`src/rtl/dmem_if_pkg.sv`:
```
// Shared pipeline types and constants for the data-memory interface.
package dmem_if_pkg;

  typedef enum logic [1:0] {
    MEM_B = 2'd0,
    MEM_H = 2'd1,
    MEM_W = 2'd2,
    MEM_D = 2'd3
  } mem_size_e;

  typedef enum logic [1:0] {
    IDLE  = 2'd0,
    BUS   = 2'd1,
    DONE  = 2'd2,
    FAULT = 2'd3
  } dmem_state_e;

  localparam int unsigned CNT_W = 8;

  localparam logic [4:0] CAUSE_LOAD_ACCESS_FAULT  = 5'd5;
  localparam logic [4:0] CAUSE_STORE_ACCESS_FAULT = 5'd7;

  // Low address bits that must be zero for a naturally aligned access.
  function automatic logic [2:0] align_mask(mem_size_e size);
    logic [2:0] m;
    case (size)
      MEM_B:   m = 3'b000;
      MEM_H:   m = 3'b001;
      MEM_W:   m = 3'b011;
      default: m = 3'b111;
    endcase
    return m;
  endfunction

endpackage

```
`src/rtl/dmem_lane_align.sv`:
```
// Byte-lane steering: store shift/strobe generation and load right-align/extension.
module dmem_lane_align
  import dmem_if_pkg::*;
#(
  parameter int unsigned XLEN = 64,
  localparam int unsigned STRB_W = XLEN / 8,
  localparam int unsigned OFF_W = $clog2(XLEN / 8)
) (
  input  logic [XLEN-1:0]   wr_data_i,
  input  logic [OFF_W-1:0]  wr_off_i,
  input  mem_size_e         wr_size_i,
  input  logic [XLEN-1:0]   rd_data_i,
  input  logic [OFF_W-1:0]  rd_off_i,
  input  mem_size_e         rd_size_i,
  input  logic              rd_signed_i,
  output logic [XLEN-1:0]   wr_data_c,
  output logic [STRB_W-1:0] wr_strb_c,
  output logic [XLEN-1:0]   rd_data_c
);

  logic [3:0]      wr_nbytes;
  logic [6:0]      rd_nbits;
  logic [XLEN-1:0] rd_shift;
  logic [XLEN-1:0] rd_mask;
  logic [XLEN-1:0] rd_msb;
  logic            rd_sign;

  always_comb begin
    wr_nbytes = 4'd1 << wr_size_i;
    wr_data_c = wr_data_i << {wr_off_i, 3'b000};
    wr_strb_c = (~({STRB_W{1'b1}} << wr_nbytes)) << wr_off_i;
  end

  // The mask covers the access width; its top set bit selects the sign bit.
  always_comb begin
    rd_nbits  = 7'd8 << rd_size_i;
    rd_shift  = rd_data_i >> {rd_off_i, 3'b000};
    rd_mask   = ~({XLEN{1'b1}} << rd_nbits);
    rd_msb    = rd_mask & ~(rd_mask >> 1);
    rd_sign   = rd_signed_i & (|(rd_shift & rd_msb));
    rd_data_c = (rd_shift & rd_mask) | ({XLEN{rd_sign}} & ~rd_mask);
  end

endmodule

```
`src/rtl/dmem_if.sv`:
```
// Single-outstanding data-memory bus master: request validation, bus handshake
// with timeout, and load-data return to the memory-access stage.
module dmem_if
  import dmem_if_pkg::*;
#(
  parameter int unsigned XLEN    = 64,
  parameter int unsigned TIMEOUT = 255
) (
  input  logic              clk,
  input  logic              resetn,
  input  logic [XLEN-1:0]   mem_addr,
  input  logic [XLEN-1:0]   mem_wdata,
  input  logic              mem_read_req,
  input  logic              mem_write_req,
  input  logic [2:0]        mem_size,
  input  logic              mem_signed,
  output logic [XLEN-1:0]   mem_rdata,
  output logic              mem_ready,
  output logic              mem_error,
  output logic              bus_req,
  output logic              bus_we,
  output logic [XLEN-1:0]   bus_addr,
  output logic [XLEN-1:0]   bus_wdata,
  output logic [XLEN/8-1:0] bus_wstrb,
  input  logic [XLEN-1:0]   bus_rdata,
  input  logic              bus_ack,
  input  logic              bus_err
);

  localparam int unsigned STRB_W = XLEN / 8;
  localparam int unsigned OFF_W  = $clog2(STRB_W);

  dmem_state_e       state_q, state_d;
  logic [CNT_W-1:0]  cnt_q, cnt_d;
  logic              bus_req_q, bus_req_d;
  logic              bus_we_q, bus_we_d;
  logic [XLEN-1:0]   bus_addr_q, bus_addr_d;
  logic [XLEN-1:0]   bus_wdata_q, bus_wdata_d;
  logic [STRB_W-1:0] bus_wstrb_q, bus_wstrb_d;
  logic [OFF_W-1:0]  off_q, off_d;
  mem_size_e         size_q, size_d;
  logic              signed_q, signed_d;
  logic              mem_ready_q, mem_ready_d;
  logic              mem_error_q, mem_error_d;
  logic [XLEN-1:0]   mem_rdata_q, mem_rdata_d;

  mem_size_e         req_size_c;
  logic              req_any_c;
  logic              req_bad_c;
  logic [XLEN-1:0]   lane_wdata_c;
  logic [STRB_W-1:0] lane_wstrb_c;
  logic [XLEN-1:0]   lane_rdata_c;

  dmem_lane_align #(.XLEN(XLEN)) u_lane (
    .wr_data_i   (mem_wdata),
    .wr_off_i    (mem_addr[OFF_W-1:0]),
    .wr_size_i   (req_size_c),
    .rd_data_i   (bus_rdata),
    .rd_off_i    (off_q),
    .rd_size_i   (size_q),
    .rd_signed_i (signed_q),
    .wr_data_c   (lane_wdata_c),
    .wr_strb_c   (lane_wstrb_c),
    .rd_data_c   (lane_rdata_c)
  );

  // Request validation: conflicting direction, unsupported size, misalignment.
  always_comb begin
    req_size_c = mem_size_e'(mem_size[1:0]);
    req_any_c  = mem_read_req | mem_write_req;
    req_bad_c  = (mem_read_req & mem_write_req)
               | mem_size[2]
               | ((XLEN == 32) && (mem_size == 3'd3))
               | (|(mem_addr[2:0] & align_mask(req_size_c)));
  end

  always_comb begin
    state_d     = state_q;
    cnt_d       = cnt_q;
    bus_req_d   = bus_req_q;
    bus_we_d    = bus_we_q;
    bus_addr_d  = bus_addr_q;
    bus_wdata_d = bus_wdata_q;
    bus_wstrb_d = bus_wstrb_q;
    off_d       = off_q;
    size_d      = size_q;
    signed_d    = signed_q;
    mem_rdata_d = mem_rdata_q;
    mem_ready_d = 1'b0;
    mem_error_d = 1'b0;

    case (state_q)
      IDLE: begin
        if (req_any_c) begin
          if (req_bad_c) begin
            state_d     = FAULT;
            mem_error_d = 1'b1;
          end else begin
            state_d     = BUS;
            cnt_d       = '0;
            bus_req_d   = 1'b1;
            bus_we_d    = mem_write_req;
            bus_addr_d  = {mem_addr[XLEN-1:OFF_W], OFF_W'(0)};
            bus_wdata_d = lane_wdata_c;
            bus_wstrb_d = lane_wstrb_c;
            off_d       = mem_addr[OFF_W-1:0];
            size_d      = req_size_c;
            signed_d    = mem_signed;
          end
        end
      end

      BUS: begin
        // An ack on the final permitted wait cycle still wins over the timeout.
        if (bus_ack) begin
          bus_req_d = 1'b0;
          if (bus_err) begin
            state_d     = FAULT;
            mem_error_d = 1'b1;
          end else begin
            state_d     = DONE;
            mem_ready_d = 1'b1;
            mem_rdata_d = bus_we_q ? '0 : lane_rdata_c;
          end
        end else if ((cnt_q + CNT_W'(1)) == CNT_W'(TIMEOUT)) begin
          bus_req_d   = 1'b0;
          state_d     = FAULT;
          mem_error_d = 1'b1;
        end else begin
          cnt_d = cnt_q + CNT_W'(1);
        end
      end

      DONE: begin
        state_d = IDLE;
        cnt_d   = '0;
      end

      default: begin
        state_d = IDLE;
        cnt_d   = '0;
      end
    endcase
  end

  always_ff @(posedge clk or negedge resetn) begin
    if (!resetn) begin
      state_q     <= IDLE;
      cnt_q       <= '0;
      bus_req_q   <= 1'b0;
      bus_we_q    <= 1'b0;
      bus_addr_q  <= '0;
      bus_wdata_q <= '0;
      bus_wstrb_q <= '0;
      off_q       <= '0;
      size_q      <= MEM_B;
      signed_q    <= 1'b0;
      mem_rdata_q <= '0;
      mem_ready_q <= 1'b0;
      mem_error_q <= 1'b0;
    end else begin
      state_q     <= state_d;
      cnt_q       <= cnt_d;
      bus_req_q   <= bus_req_d;
      bus_we_q    <= bus_we_d;
      bus_addr_q  <= bus_addr_d;
      bus_wdata_q <= bus_wdata_d;
      bus_wstrb_q <= bus_wstrb_d;
      off_q       <= off_d;
      size_q      <= size_d;
      signed_q    <= signed_d;
      mem_rdata_q <= mem_rdata_d;
      mem_ready_q <= mem_ready_d;
      mem_error_q <= mem_error_d;
    end
  end

  assign mem_rdata = mem_rdata_q;
  assign mem_ready = mem_ready_q;
  assign mem_error = mem_error_q;
  assign bus_req   = bus_req_q;
  assign bus_we    = bus_we_q;
  assign bus_addr  = bus_addr_q;
  assign bus_wdata = bus_wdata_q;
  assign bus_wstrb = bus_wstrb_q;

endmodule

```
`config.mk`:
```
export PLATFORM = sky130hd
export DESIGN_NAME = dmem_if
export DESIGN_NICKNAME = d
export VERILOG_FILES = /design/src/rtl/dmem_if_pkg.sv /design/src/rtl/dmem_lane_align.sv /design/src/rtl/dmem_if.sv
export SDC_FILE = /design/constraint.sdc
export NUM_CORES = 1
export LEC_CHECK = 0
export CAP_MARGIN = 0
export CORE_UTILIZATION = 40
export CTS_BUF_LIST = sky130_fd_sc_hd__clkbuf_8 sky130_fd_sc_hd__clkbuf_16
export DETAILED_ROUTE_END_ITERATION = 16
export PLACE_DENSITY = 0.78
export SYNTH_ARGS = -nofsm -noshare
export SYNTH_HDL_FRONTEND = slang
export SYNTH_SLANG_ARGS = --single-unit
```
`constraint.sdc`:
```
create_clock -name clk -period 2.8 [get_ports clk]
set_input_delay 0.56 -clock clk [delete_from_list [all_inputs] [get_ports clk]]
set_output_delay 0.56 -clock clk [all_outputs]
set_load 0.02 [all_outputs]
```
==> results.json <==
{
  "initial_core_util_pct": 41.00,
  "wire_per_inst_um": 21.73,
  "power.internal_mw": 11.12,
  "drive_gt1_share_pct": 16.05,
  "leakagePower_nw": 7.361,
  "cts_buffers": 25,
  "switching_power_mw": 7.447,
  "dp_cells": 1908,
  "path_cells": "mux2_1, mux4_2, or3_1, a21oi_2, buf_12, o31ai_1",
  "path_clk_slew_ns": 0.06,
  "hold_viol": 0,
  "post-synth-top-area-cell": "dfrtp_1",
  "routed_wl_mm": 42.53,
  "synthesis.area_per_instance_sq_um": 10.10,
  "arrival_ns": 3.00,
  "swShare_pct": 40.11,
  "hold_class": "reg -> reg",
  "fp.dieW_um": 174.2,
  "insertion_delay_ns": 0.53,
  "dp_hpwl_mm": 31.38,
  "rrSetupSlack_ns": 0.18,
  "worst_r2r_endpoint": "mem_rdata[32]",
  "hold_depth": 2,
  "htreeDepth": 1,
  "rows": 62,
  "cap_violations": 0,
  "final_cells": 1957,
  "worst_pin_slew_ns": 0.8162,
  "peakVddDrop_mv": 0.7019,
  "critical_path_required_ns": 3.19,
  "antenna_found_initial": 5,
  "worst_slack_ns": 0.1849,
  "max_freq_mhz": 382.4,
  "grt_pass1_vias": 10920,
  "seqPwrFrac_pct": 29.2,
  "yosys-top-cells-area": "dfrtp_1 (46%), mux2_2 (11%), mux2i_1 (7.4%), nand2_1 (5.7%), o21ai_0 (3.6%)",
  "nFillCells": 2381,
  "end_kind": "flop",
  "grt_start_max_net_pins": 109,
  "core_area_sq_um": 28940,
  "drc_errors": 0,
  "rr_worst_depth": 6,
  "ys_seq_area_share_pct": 45.77,
  "vias": 11080,
  "skew_ns": 0.01311,
  "clockPowerShare_pct": 19.4,
  "yosys_warnings": 0,
  "ios": 406,
  "gp_congestion": 0.9436,
  "ys_ff_latch": 217,
  "min_to": "bus_wstrb[7]",
  "finalMaxSlewViolations": 0,
  "syn_to_final_growth_pct": 45.97,
  "synth.most_common_cell": "dfrtp_1",
  "numPortBuffers": 402,
  "worstPathMaxFanout": 31,
  "fin_nets": 1756,
  "rsz0062_at_grt": "false",
  "utilization_pct": 59.85,
  "status": "finished, final reports clean",
  "clockBufferDepth": 3,
  "final.min_clock_period_ns": 2.615,
  "via_per_inst": 5.661,
  "comb_power_share_pct": 51.3,
  "grt_first_pass_wirelength_mm": 64.76,
  "crit_slowest_cell": "dfrtp_1",
  "synth_edf_count": 0,
  "synth_top_cell_area_share_pct": 45.77,
  "p_per_area_nw_per_um2": 1072,
  "r2r_start": "off_q[2]",
  "drtPass1Iterations": 5,
  "syn_area_sq_um": 11860,
  "synthArstFlopShare_pct": 100.0,
  "place_ws_ns": -0.09605,
  "cts.sinks": 217,
  "drtIter0Drc": 990,
  "netlist_top_cells_count": "dfrtp_1 (217), nand2_1 (180), mux2_2 (114), mux2i_1 (88), o21ai_0 (86)",
  "holdWs_ns": 0.4757,
  "fin_crit_sh_pct": 93.40,
  "dieHeight_um": 174.2,
  "tritoncts": "yes",
  "ant_nets": 0,
  "setup_viol": 0,
  "crit_type": "reg -> reg",
  "min_from": "bus_wstrb[7]",
  "grt_use_total_pct": 27.55,
  "cts-root-buf": "clkbuf_16",
  "synthFlopType": "dfrtp_1",
  "syn-instance-count": 1175,
  "post-cts-setup-buffers": 0,
  "relSlewSlack_pct": 45.38,
  "max_stage_delay_ns": 0.63,
  "overflow": 0,
  "die_area_sq_um": 30350,
  "synth.distinct_cells": 64,
  "cp-start-kind": "flop",
  "cts-resized-gates": 0
}
==> flip-flops by register name, summed over array words and instances (netlist names) <==
signal,count
bus_addr,61
mem_ready,1
bus_we,1
size_q,2
signed_q,1
bus_wstrb,8
bus_req,1
cnt_q,8
mem_error,1
state_q,2
bus_wdata,64
off_q,3
mem_rdata,64
==> power groups by stage <==
| stage | combinational (mW) | sequential (mW) | clock, mW |
|---|---|---|---|
| floorplan | 3.74 | 6.76 | 0 |
| global placement | 9.36 | 5.41 | 0 |
| detailed placement | 9.47 | 5.44 | 0 |
| CTS | 9.54 | 5.42 | 3.69 |
| global route | 10.1 | 5.59 | 3.81 |
| finish | 9.53 | 5.43 | 3.61 |
==> area by class of cell <==
class | count | area [sq um] | area share [%]
Antenna cell | 3 | 7.507 | 0.04335
Clock inverter | 14 | 205.2 | 1.185
Timing Repair Buffer | 447 | 4462 | 25.76
Multi-Input combinational cell | 848 | 5974 | 34.50
Inverter | 13 | 48.80 | 0.2818
Clock buffer | 31 | 708.2 | 4.089
Tap cell | 384 | 480.5 | 2.774
Sequential cell | 217 | 5431 | 31.36
==> worst max-delay path: cells and delay by family (launching register included) <==
kind | cells | cell delay [ns]
muxes | 2 | 0.93
DFF | 1 | 0.63
AOI/OAI and AO/OA | 2 | 0.32
buffers and inverters | 1 | 0.23
and+or+nand+nor | 1 | 0.34
==> how the worst max path moves through the flow <==
stage | start | to | slack, ns
2_1_floorplan | mem_addr[0] | bus_wdata[55] | 0.40
3_3_place_gp | bus_rdata[47] | mem_rdata[33] | -0.1
3_5_place_dp | bus_rdata[47] | mem_rdata[39] | -0.1
4_1_cts | off_q[2] | mem_rdata[32] | 0.23
5_1_grt | off_q[2] | mem_rdata[44] | 0.13
6_report | off_q[2] | mem_rdata[32] | 0.18
==> metrics by stage <==
step,power [mW],setup TNS (ns),area [sq um]
2_1_floorplan,10.50,0,11870
3_3_place_gp,14.77,-2.594,16390
3_5_place_dp,14.92,-2.422,16390
4_1_cts,18.65,0,17310
5_1_grt,19.49,0,17320
6_report,18.57,0,17320
==> layout by cell type, fill, tap and decap left out, drive strengths merged, types with 5 or more instances in the layout <==
cell type / synthesis / layout
nor2: 73 / 73
inv: 13 / 16
nand2: 180 / 180
o211ai: 25 / 25
o22ai: 5 / 5
o21ai: 95 / 95
mux2i: 88 / 88
mux4: 16 / 16
a211oi: 16 / 16
nand2b: 5 / 5
a22oi: 11 / 11
clkbuf: 63 / 31
o32a: 7 / 7
a21oi: 52 / 52
buf: 36 / 47
mux2: 117 / 117
dfrtp: 217 / 217
nor2b: 6 / 6
a21boi: 7 / 7
a31oi: 17 / 17
bufinv: 0 / 5
o31ai: 53 / 53
nand3: 18 / 18
clkdlybuf4s50: 0 / 399
or2: 10 / 10
==> cell families after synthesis <==
kind of cell               share of synthesized area (%)
and+or+nand+nor                                    11.17
AOI/OAI and AO/OA                                  16.83
muxes                                              21.63
DFF                                                45.77
buffers and inverters                              4.113
adders and majority gates                         0.3058
xor gates and xnor gates                          0.1477
other                                            0.03161
==> timing repair <==
action,in CTS,in global routing
hold endpoints to repair,55,0
setup endpoints to repair,0,0
hold buffers,1,0
==> metal layers <==
| metal | part of all wire, % | global-route usage (%) | wire, um |
|---|---|---|---|
| met5 | 0.054 | 0 | 23 |
| met3 | 8.6 | 6.912 | 3656 |
| met2 | 49 | 47.16 | 20880 |
| met1 | 37 | 31.85 | 15590 |
| met4 | 5.6 | 14.04 | 2390 |
Note: power is estimated with default switching activity, not from simulation.
